<file path="config.mk">
export PLATFORM = sky130hd
export DESIGN_NAME = fetch_unit
export DESIGN_NICKNAME = d
export VERILOG_FILES = /design/src/rtl/cpu_defs.sv /design/src/rtl/fetch_unit_next_pc_sel.sv /design/src/rtl/fetch_unit.sv
export SDC_FILE = /design/constraint.sdc
export NUM_CORES = 1
export LEC_CHECK = 0
export BUFFER_PORTS_ARGS = -buffer_cell sky130_fd_sc_hd__buf_2
export CAP_MARGIN = 20
export CORE_UTILIZATION = 41
export DETAILED_ROUTE_END_ITERATION = 8
export PLACE_DENSITY = 0.66
export SYNTH_ARGS = -nofsm -noshare
export SYNTH_HDL_FRONTEND = slang
export SYNTH_SLANG_ARGS = --single-unit
</file>
<file path="constraint.sdc">
create_clock -name clk -period 4.55 [get_ports clk]
set_clock_uncertainty 0.05 [all_clocks]
set_input_delay 0.455 -clock clk [delete_from_list [all_inputs] [get_ports clk]]
set_output_delay 0.455 -clock clk [all_outputs]
set_load 0.02 [all_outputs]
</file>
<file path="src/rtl/cpu_defs.sv">
// rtl/cpu_defs.sv - shared fetch-stage widths, state encoding and halt word
package cpu_defs;

  localparam int INST_W = 32;
  localparam int ADDR_W = 32;

  localparam logic [INST_W-1:0] DEFAULT_HALT_INST = 32'hFFFF_FFFF;

  typedef enum logic [1:0] {
    FS_BOOT = 2'd0,
    FS_RUN  = 2'd1,
    FS_HALT = 2'd2
  } fetch_state_t;

endpackage

</file>
<file path="src/rtl/fetch_unit_next_pc_sel.sv">
// rtl/fetch_unit_next_pc_sel.sv - redirect priority mux producing the next pc
module next_pc_sel
  import cpu_defs::*;
(
  input  logic              id_valid,
  input  logic              jr,
  input  logic              jump,
  input  logic              branch_taken,
  input  logic [ADDR_W-1:0] jr_target,
  input  logic [25:0]       jump_target,
  input  logic [15:0]       branch_offset,
  input  logic [ADDR_W-1:0] id_pc_plus4,
  input  logic [ADDR_W-1:0] pc,
  output logic [ADDR_W-1:0] next_pc,
  output logic              redirect
);

  logic [ADDR_W-1:0] branch_disp;

  assign branch_disp = {{14{branch_offset[15]}}, branch_offset, 2'b00};

  // Redirects only count when the instruction that raised them is real.
  always_comb begin
    next_pc  = pc + 32'd4;
    redirect = 1'b0;
    if (id_valid) begin
      if (jr) begin
        next_pc  = jr_target & 32'hFFFF_FFFC;
        redirect = 1'b1;
      end else if (jump) begin
        next_pc  = {id_pc_plus4[31:28], jump_target, 2'b00};
        redirect = 1'b1;
      end else if (branch_taken) begin
        next_pc  = id_pc_plus4 + branch_disp;
        redirect = 1'b1;
      end
    end
  end

endmodule

</file>
<file path="src/rtl/fetch_unit.sv">
// rtl/fetch_unit.sv - instruction fetch stage: pc, IF/ID register, redirects, halt
module fetch_unit
  import cpu_defs::*;
#(
  parameter logic [ADDR_W-1:0] RESET_PC  = 32'h0000_0000,
  parameter logic [INST_W-1:0] HALT_INST = DEFAULT_HALT_INST
) (
  input  logic              clk,
  input  logic              rst_n,
  output logic [ADDR_W-1:0] rom_addr,
  input  logic [INST_W-1:0] rom_inst,
  input  logic              stall,
  input  logic              branch_taken,
  input  logic [15:0]       branch_offset,
  input  logic              jump,
  input  logic [25:0]       jump_target,
  input  logic              jr,
  input  logic [ADDR_W-1:0] jr_target,
  input  logic              resume,
  output logic [INST_W-1:0] id_inst,
  output logic [ADDR_W-1:0] id_pc,
  output logic [ADDR_W-1:0] id_pc_plus4,
  output logic              id_valid,
  output logic              halted
);

  fetch_state_t      state, state_n;
  logic [ADDR_W-1:0] pc, pc_n, pc_seq, sel_pc;
  logic [INST_W-1:0] inst_n;
  logic [ADDR_W-1:0] id_pc_n, id_pc_plus4_n;
  logic              valid_n, redirect;

  assign rom_addr = {2'b00, pc[31:2]};
  assign pc_seq   = pc + 32'd4;
  assign halted   = (state == FS_HALT);

  next_pc_sel u_next_pc_sel (
    .id_valid      (id_valid),
    .jr            (jr),
    .jump          (jump),
    .branch_taken  (branch_taken),
    .jr_target     (jr_target),
    .jump_target   (jump_target),
    .branch_offset (branch_offset),
    .id_pc_plus4   (id_pc_plus4),
    .pc            (pc),
    .next_pc       (sel_pc),
    .redirect      (redirect)
  );

  always_comb begin
    state_n       = state;
    pc_n          = pc;
    inst_n        = id_inst;
    id_pc_n       = id_pc;
    id_pc_plus4_n = id_pc_plus4;
    valid_n       = id_valid;
    case (state)
      FS_BOOT: begin
        inst_n        = rom_inst;
        id_pc_n       = pc;
        id_pc_plus4_n = pc_seq;
        valid_n       = 1'b1;
        pc_n          = pc_seq;
        state_n       = FS_RUN;
      end
      FS_RUN: begin
        if (redirect) begin
          // The word fetched this cycle is on the wrong path: leave a bubble.
          pc_n    = sel_pc;
          valid_n = 1'b0;
        end else if (stall) begin
          pc_n = pc;
        end else if (rom_inst == HALT_INST) begin
          pc_n    = pc_seq;
          valid_n = 1'b0;
          state_n = FS_HALT;
        end else begin
          inst_n        = rom_inst;
          id_pc_n       = pc;
          id_pc_plus4_n = pc_seq;
          valid_n       = 1'b1;
          pc_n          = pc_seq;
        end
      end
      FS_HALT: begin
        valid_n = 1'b0;
        if (resume) state_n = FS_RUN;
      end
      default: begin
        state_n = FS_BOOT;
      end
    endcase
  end

  always_ff @(posedge clk or negedge rst_n) begin
    if (!rst_n) begin
      state       <= FS_BOOT;
      pc          <= RESET_PC;
      id_inst     <= '0;
      id_pc       <= '0;
      id_pc_plus4 <= '0;
      id_valid    <= 1'b0;
    end else begin
      state       <= state_n;
      pc          <= pc_n;
      id_inst     <= inst_n;
      id_pc       <= id_pc_n;
      id_pc_plus4 <= id_pc_plus4_n;
      id_valid    <= valid_n;
    end
  end

endmodule

</file>
## After elaboration in Yosys (flattened, before gate mapping)

Index checks and enable logic that the tools add are counted.

- $add $sub $neg: 2
- $mul: 0
- Div/mod/pow operators: 0
- $lt $le $gt $ge: 0
- Eq/ne operators: 9
- Shift operators: 0
- Mux-type cells: 32
- Bitwise operators: 0
- Reductions and logical operators: 7

Operators with widths:

| kind | count |
|---|---|
| $mux 32 | 15 |
| $pmux 32 s2 | 4 |
| $add 32x3->32 const B | 1 |
| $add 32x32->32 | 1 |
| $eq 32x32->1 const B | 1 |
| $ne 2x2->1 const B | 5 |
| $mux 2 | 4 |
| $reduce_and 4->1 | 2 |
| $mux 1 | 7 |
| $pmux 2 s3 | 1 |
| $reduce_and 2->1 | 2 |
| $ne 3x3->1 const B | 1 |
| $pmux 1 s3 | 1 |
| $reduce_bool 3->1 | 1 |
| $eq 2x1->1 const B | 1 |
| $eq 2x2->1 const B | 1 |
| $logic_not 2->1 | 1 |
| $reduce_bool 2->1 | 1 |

- Register bits after elaboration: 131
- Bits in latches: 0
- Memory bits (writable): 0
- ROM bits: 0
- Bits of input ports: 113
- Output and inout bits: 130
- Logic and storage cells: 56
- Memories kept: 0

## Logic depth before layout (Yosys ltp)

- Depth after elaboration: 7
- Depth in mapped cells: 11
- Mapped depth without buffers: 11

## Hierarchy

A second synthesis with hierarchy kept.

- Cell total of the unflattened synthesis: 995
- Area, all modules: 9027.4 um^2

Modules (own cells, without submodules):

| module | instances | cells each | area an instance (um^2) | seq. area each (um^2) |
|---|---|---|---|---|
| fetch_unit | 1 | 564 | 6125.9 | 3228.1 |
| next_pc_sel | 1 | 431 | 2901.5 | 0.0 |

## Least setup slack after synthesis

No wires, ideal clock.

- Kind: register to register
- From: register id_pc_plus4[2]
- To: register pc[20]
- Setup time: 0.132 ns
- Arrival time: 2.545 ns
- Required time: 4.368 ns
- Slack: 1.823 ns
- Stages on the path, launching flop included: 12
- Path buffers: 0
- Clock period less this slack: 2.727 ns
- Path through: dfrtp_1 ha_1 fa_1 a211oi_1 o21bai_1 a31oi_1 o31ai_1 a21oi_1 nor3_1 or3_1 nand3_1 a21oi_1

- Cells in the longest elaborated chain, start to end: 7

Ends and longest elaborated chain:

| what | line | source |
|---|---|---|
| start: declaration | fetch_unit.sv:22 | `output logic [ADDR_W-1:0] id_pc_plus4,` |
| start signal: assignment | fetch_unit.sv:109 | `id_pc_plus4 <= id_pc_plus4_n;` |
| $add 32x32->32 | fetch_unit_next_pc_sel.sv:34 | `next_pc = id_pc_plus4 + branch_disp;` |
| $mux 32 | fetch_unit_next_pc_sel.sv:33 | `end else if (branch_taken) begin` |
| $mux 32 | fetch_unit_next_pc_sel.sv:30 | `end else if (jump) begin` |
| $mux 32 | fetch_unit_next_pc_sel.sv:27 | `if (jr) begin` |
| $mux 32 | fetch_unit_next_pc_sel.sv:26 | `if (id_valid) begin` |
| $mux 32 | fetch_unit.sv:68 | `if (redirect) begin` |
| $pmux 32 s2 | fetch_unit.sv:58 | `case (state)` |
| end signal: assignment | fetch_unit.sv:106 | `pc <= pc_n;` |
| end: declaration | fetch_unit.sv:28 | `logic [ADDR_W-1:0] pc, pc_n, pc_seq, sel_pc;` |

No other way between the ends.
A chain may end at the register's enable or synchronous reset.

## Final worst setup path

- From: register id_pc_plus4[2]
- To: register pc[30]

The elaborated chain is that of the path after synthesis.

==> summary.md <==
| Metric | Value |
|---|---|
| Routability congestion estimate | 0.8649 |
| Count of nets left with antenna violations after detail routing | 0 |
| CTS tree | built |
| Clock root buffer | sky130_fd_sc_hd__clkbuf_16 |
| Critical-path maximum fanout | 3 |
| Mean area per synthesized cell | 9.356 µm² |
| Vias in the first global route | approximately 7.1k |
| Setup_tns | 0 ns |
| Instance count of the mapped netlist | 863 |
| Overall die width | around 140 µm |
| Setup crit end kind | register |
| Worst setup SP type | register |
| Top cell type's share of synthesized area | 39.98% |
| Number of detailed-route iterations in the first pass | 5 |
| Sum of internal, switching and leakage power | around 6.2 mW |
| Share of synthesized cell area in full adder, half adder and majority cells | around 4.9% |
| Largest net degree at the start of global routing | 93 |
| All-Layer GR Usage | 24.33% |
| Initial antenna violation count | 0 |
| Most frequent standard cell in the layout excluding fill and tap cells | sky130_fd_sc_hd__buf_2 |
| Fraction of layout cells with a size suffix above 1 | 34.33% |
| Initial Util | ~42% |
| Pwr dens | 633.1 mW/mm² |
| Simple-gate share of the synthesized area | 14.80% |
| TritonCTS Sinks | about 130 |
| Hold-fix buffers, CTS | 0 |
| DP Wirelength | 17,260 µm |
| Relative max-transition margin | 34.66% |
| Number of resized instances in the post-cts repair step | 0 |
| Max-cap viol count | 0 |
| Post-synthesis compound-gate area fraction | between 10% and 20% |
| Flop and latch count out of synthesis | 129 |
| Top cells by area in the synthesized netlist | sky130_fd_sc_hd__dfrtp_1 40%, sky130_fd_sc_hd__mux2_2 9.3%, sky130_fd_sc_hd__nand2_1 4.7% |
| Wire length per cell | 18.16 µm |
| Vertical extent of the die | roughly 140 µm |
| Port Buf Inserts | 238 |
| Count of standard-cell rows | 50 |
| Share of the yosys chip area belonging to registers | 39.98% |
| Via-to-Cell Ratio | 5.502 |
| Mux contribution to synthesized area | 9.592% |
| Number of fillers in the final layout | 1,878 |
| Die area | roughly 0.020 mm² |
| Starting DRT DRC Count | 578 |
| Core Area | 0.01902 mm² |
| Number of placed instances, taps included | 1,294 |
| Post-layout nets | 1,197 |
| LEAKAGE | 4.522 nW |
| Final Instance Count excl. Fillers | between 1k and 1.5k |
| Clock network latency to the later pin of the worst-skew pair | 0.42 ns |
| Antenna Diode Count | 0 |
| Count of unique library cells instantiated by Yosys | 65 |
| Upper clock frequency limit | roughly 320 MHz |
| Final hold violation count | 0 |
| Synthesis-to-layout area growth | 21.80% |
| Path category of the worst min-delay check | in -> async |
| Share of flip-flops with an asynchronous set or reset | 100.0% |
| Combinational family with the most area after synthesis | compound AO/OA/AOI/OAI gates |
| Remaining design rule violation count | 0 |
| Mapped Area | 0.008074 mm² |
| Global-route wire length before repair | between 30,000 and 40,000 µm |
| Critical path required time | 4.84 ns |
| Number of failing setup endpoints in the final timing report | 0 |
| Overall routed net length | 24,080 µm |
| Share of the synthesized netlist area taken by xor and xnor gates | 5.408% |
| Most used DFF post-synth | sky130_fd_sc_hd__dfrtp_1 |
| Final number of max-transition violations | 0 |
| Global-route congestion overflow total | 0 |
| Final core utilization | 51.71% |
| Most used cells in the layout excluding fill and tap cells | 237 x sky130_fd_sc_hd__buf_2, 129 x sky130_fd_sc_hd__dfrtp_1, 102 x sky130_fd_sc_hd__nand2_1 |
| Number of warnings reported in the yosys synthesis log | 0 |
| Final critical path time including I/O delays and setup | 3.122 ns |
| EDFF count, synth | 0 |
| Max Buffers Root-to-Sink | 2 |
| Worst Tran Pin Value | 0.9801 ns |
| Number of buffers inserted by post-CTS setup repair | 0 |
| Data arrival at the endpoint of the critical path | 3.41 ns |
| Category of the most critical setup path | reg -> reg |
| Worst IR drop on VDD | ~0.28 mV |
| Setup repair after global routing missed its margin | no |
| Post-synth top area cell | sky130_fd_sc_hd__dfrtp_1 |
| Outcome | finished clean |
| Cts bufs inserted | 17 |
| Top-Level Pins | 243 |
| Period utilisation layout | 68.61% |
| H-tree lvl count | 4 |
| Number of vias after detailed routing | between 7k and 8k |
| Clock slew at reported path FFs | 0.06 ns |
==> sequential cells by signal (all words and copies together) (netlist names) <==
signal,cells
id_inst,32
id_pc,32
id_pc_plus4,30
id_valid,1
pc,32
state,2
==> Yosys cell counts (7+ instances only) <==
cell type / n
sky130_fd_sc_hd__clkbuf_1: 24
sky130_fd_sc_hd__a21oi_1: 69
sky130_fd_sc_hd__nand3_1: 28
sky130_fd_sc_hd__buf_2: 13
sky130_fd_sc_hd__o21ai_0: 73
sky130_fd_sc_hd__a221oi_1: 20
sky130_fd_sc_hd__dfrtp_1: 129
sky130_fd_sc_hd__nor2_1: 38
sky130_fd_sc_hd__inv_1: 12
sky130_fd_sc_hd__a21o_1: 8
sky130_fd_sc_hd__buf_4: 36
sky130_fd_sc_hd__a31oi_1: 9
sky130_fd_sc_hd__nand4_1: 16
sky130_fd_sc_hd__o22ai_1: 13
sky130_fd_sc_hd__o21bai_1: 7
sky130_fd_sc_hd__xnor2_1: 20
sky130_fd_sc_hd__mux2_2: 67
sky130_fd_sc_hd__a211oi_1: 7
sky130_fd_sc_hd__ha_1: 30
sky130_fd_sc_hd__nor3_1: 13
sky130_fd_sc_hd__nor2b_1: 8
sky130_fd_sc_hd__xor2_1: 28
sky130_fd_sc_hd__nand2_1: 102
==> metal layers <==
metal | GRT usage (%) | vias up | wire length (µm)
li1 | - | 3503 | -
met1 | 31.61 | 3442 | 10480
met2 | 39.40 | 319 | 11220
met3 | 5.215 | 32 | 1868
met4 | 9.734 | 0 | 514
met5 | 0 | - | 0
==> where the power goes <==
group          internal [mW]  total (mW)  leakage [nW]  switching, mW
Sequential              1.56        2.00          1.54          0.440
Clock                  0.880        1.43         0.291          0.551
Combinational           1.12        2.80          2.69           1.68
==> through the flow <==
| step | hold slack, ns | setup WS, ns | cell area [µm²] |
|---|---|---|---|
| after global placement | 0.4004 | 1.296 | 9229 |
| after floorplan | 0.1094 | 1.823 | 8078 |
| after CTS | 0.1055 | 1.401 | 9834 |
| after detailed placement | 0.4128 | 1.259 | 9229 |
| after global routing | 0.1480 | 1.180 | 9834 |
| final | 0.05884 | 1.428 | 9834 |
==> cells by family after synthesis <==
family,after synthesis
buffers and inverters,92
multiplexers,69
AND/OR/NAND/NOR,247
adder cells (fa/ha/maj),31
AO/OA/AOI/OAI,245
flip-flops,129
XOR/XNOR,49
other,1
==> worst max-delay path: stages (launching register included) <==
cell and delay, ns:
sky130_fd_sc_hd__dfrtp_1 0.39, sky130_fd_sc_hd__ha_1 0.23, sky130_fd_sc_hd__fa_1 0.45, sky130_fd_sc_hd__a211oi_1 0.45
sky130_fd_sc_hd__nor2_1 0.10, sky130_fd_sc_hd__o31ai_1 0.34, sky130_fd_sc_hd__a21o_1 0.21, sky130_fd_sc_hd__a41oi_1 0.22
sky130_fd_sc_hd__o21ai_1 0.21, sky130_fd_sc_hd__and3_1 0.18, sky130_fd_sc_hd__o21ai_1 0.06, sky130_fd_sc_hd__a21oi_1 0.18
==> layout make-up <==
class	count	area [µm²]	share of cell area, %
sequential	129	3228	32.82
clock buffer	20	446.7	4.542
multi-input combinational	643	4334	44.07
timing repair buffer	249	1292	13.14
clock inverter	12	158.9	1.616
tap	260	325.3	3.308
inverter	13	48.80	0.4962
==> final timing paths <==
check	startpoint	endpoint	slack (ns)	cells after the start
min in group clk	rom_inst[8]	id_inst[8]	0.23	2
max	id_pc_plus4[2]	pc[30]	1.43	11
min reg2reg	pc[0]	pc[0]	0.42	2
max in group asynchronous	rst_n	id_pc_plus4[4]	3.28	2
min	rst_n	id_pc[11]	0.06	1
max reg2reg	id_pc_plus4[2]	pc[30]	1.43	11
Power figures use the tool's default switching activity.
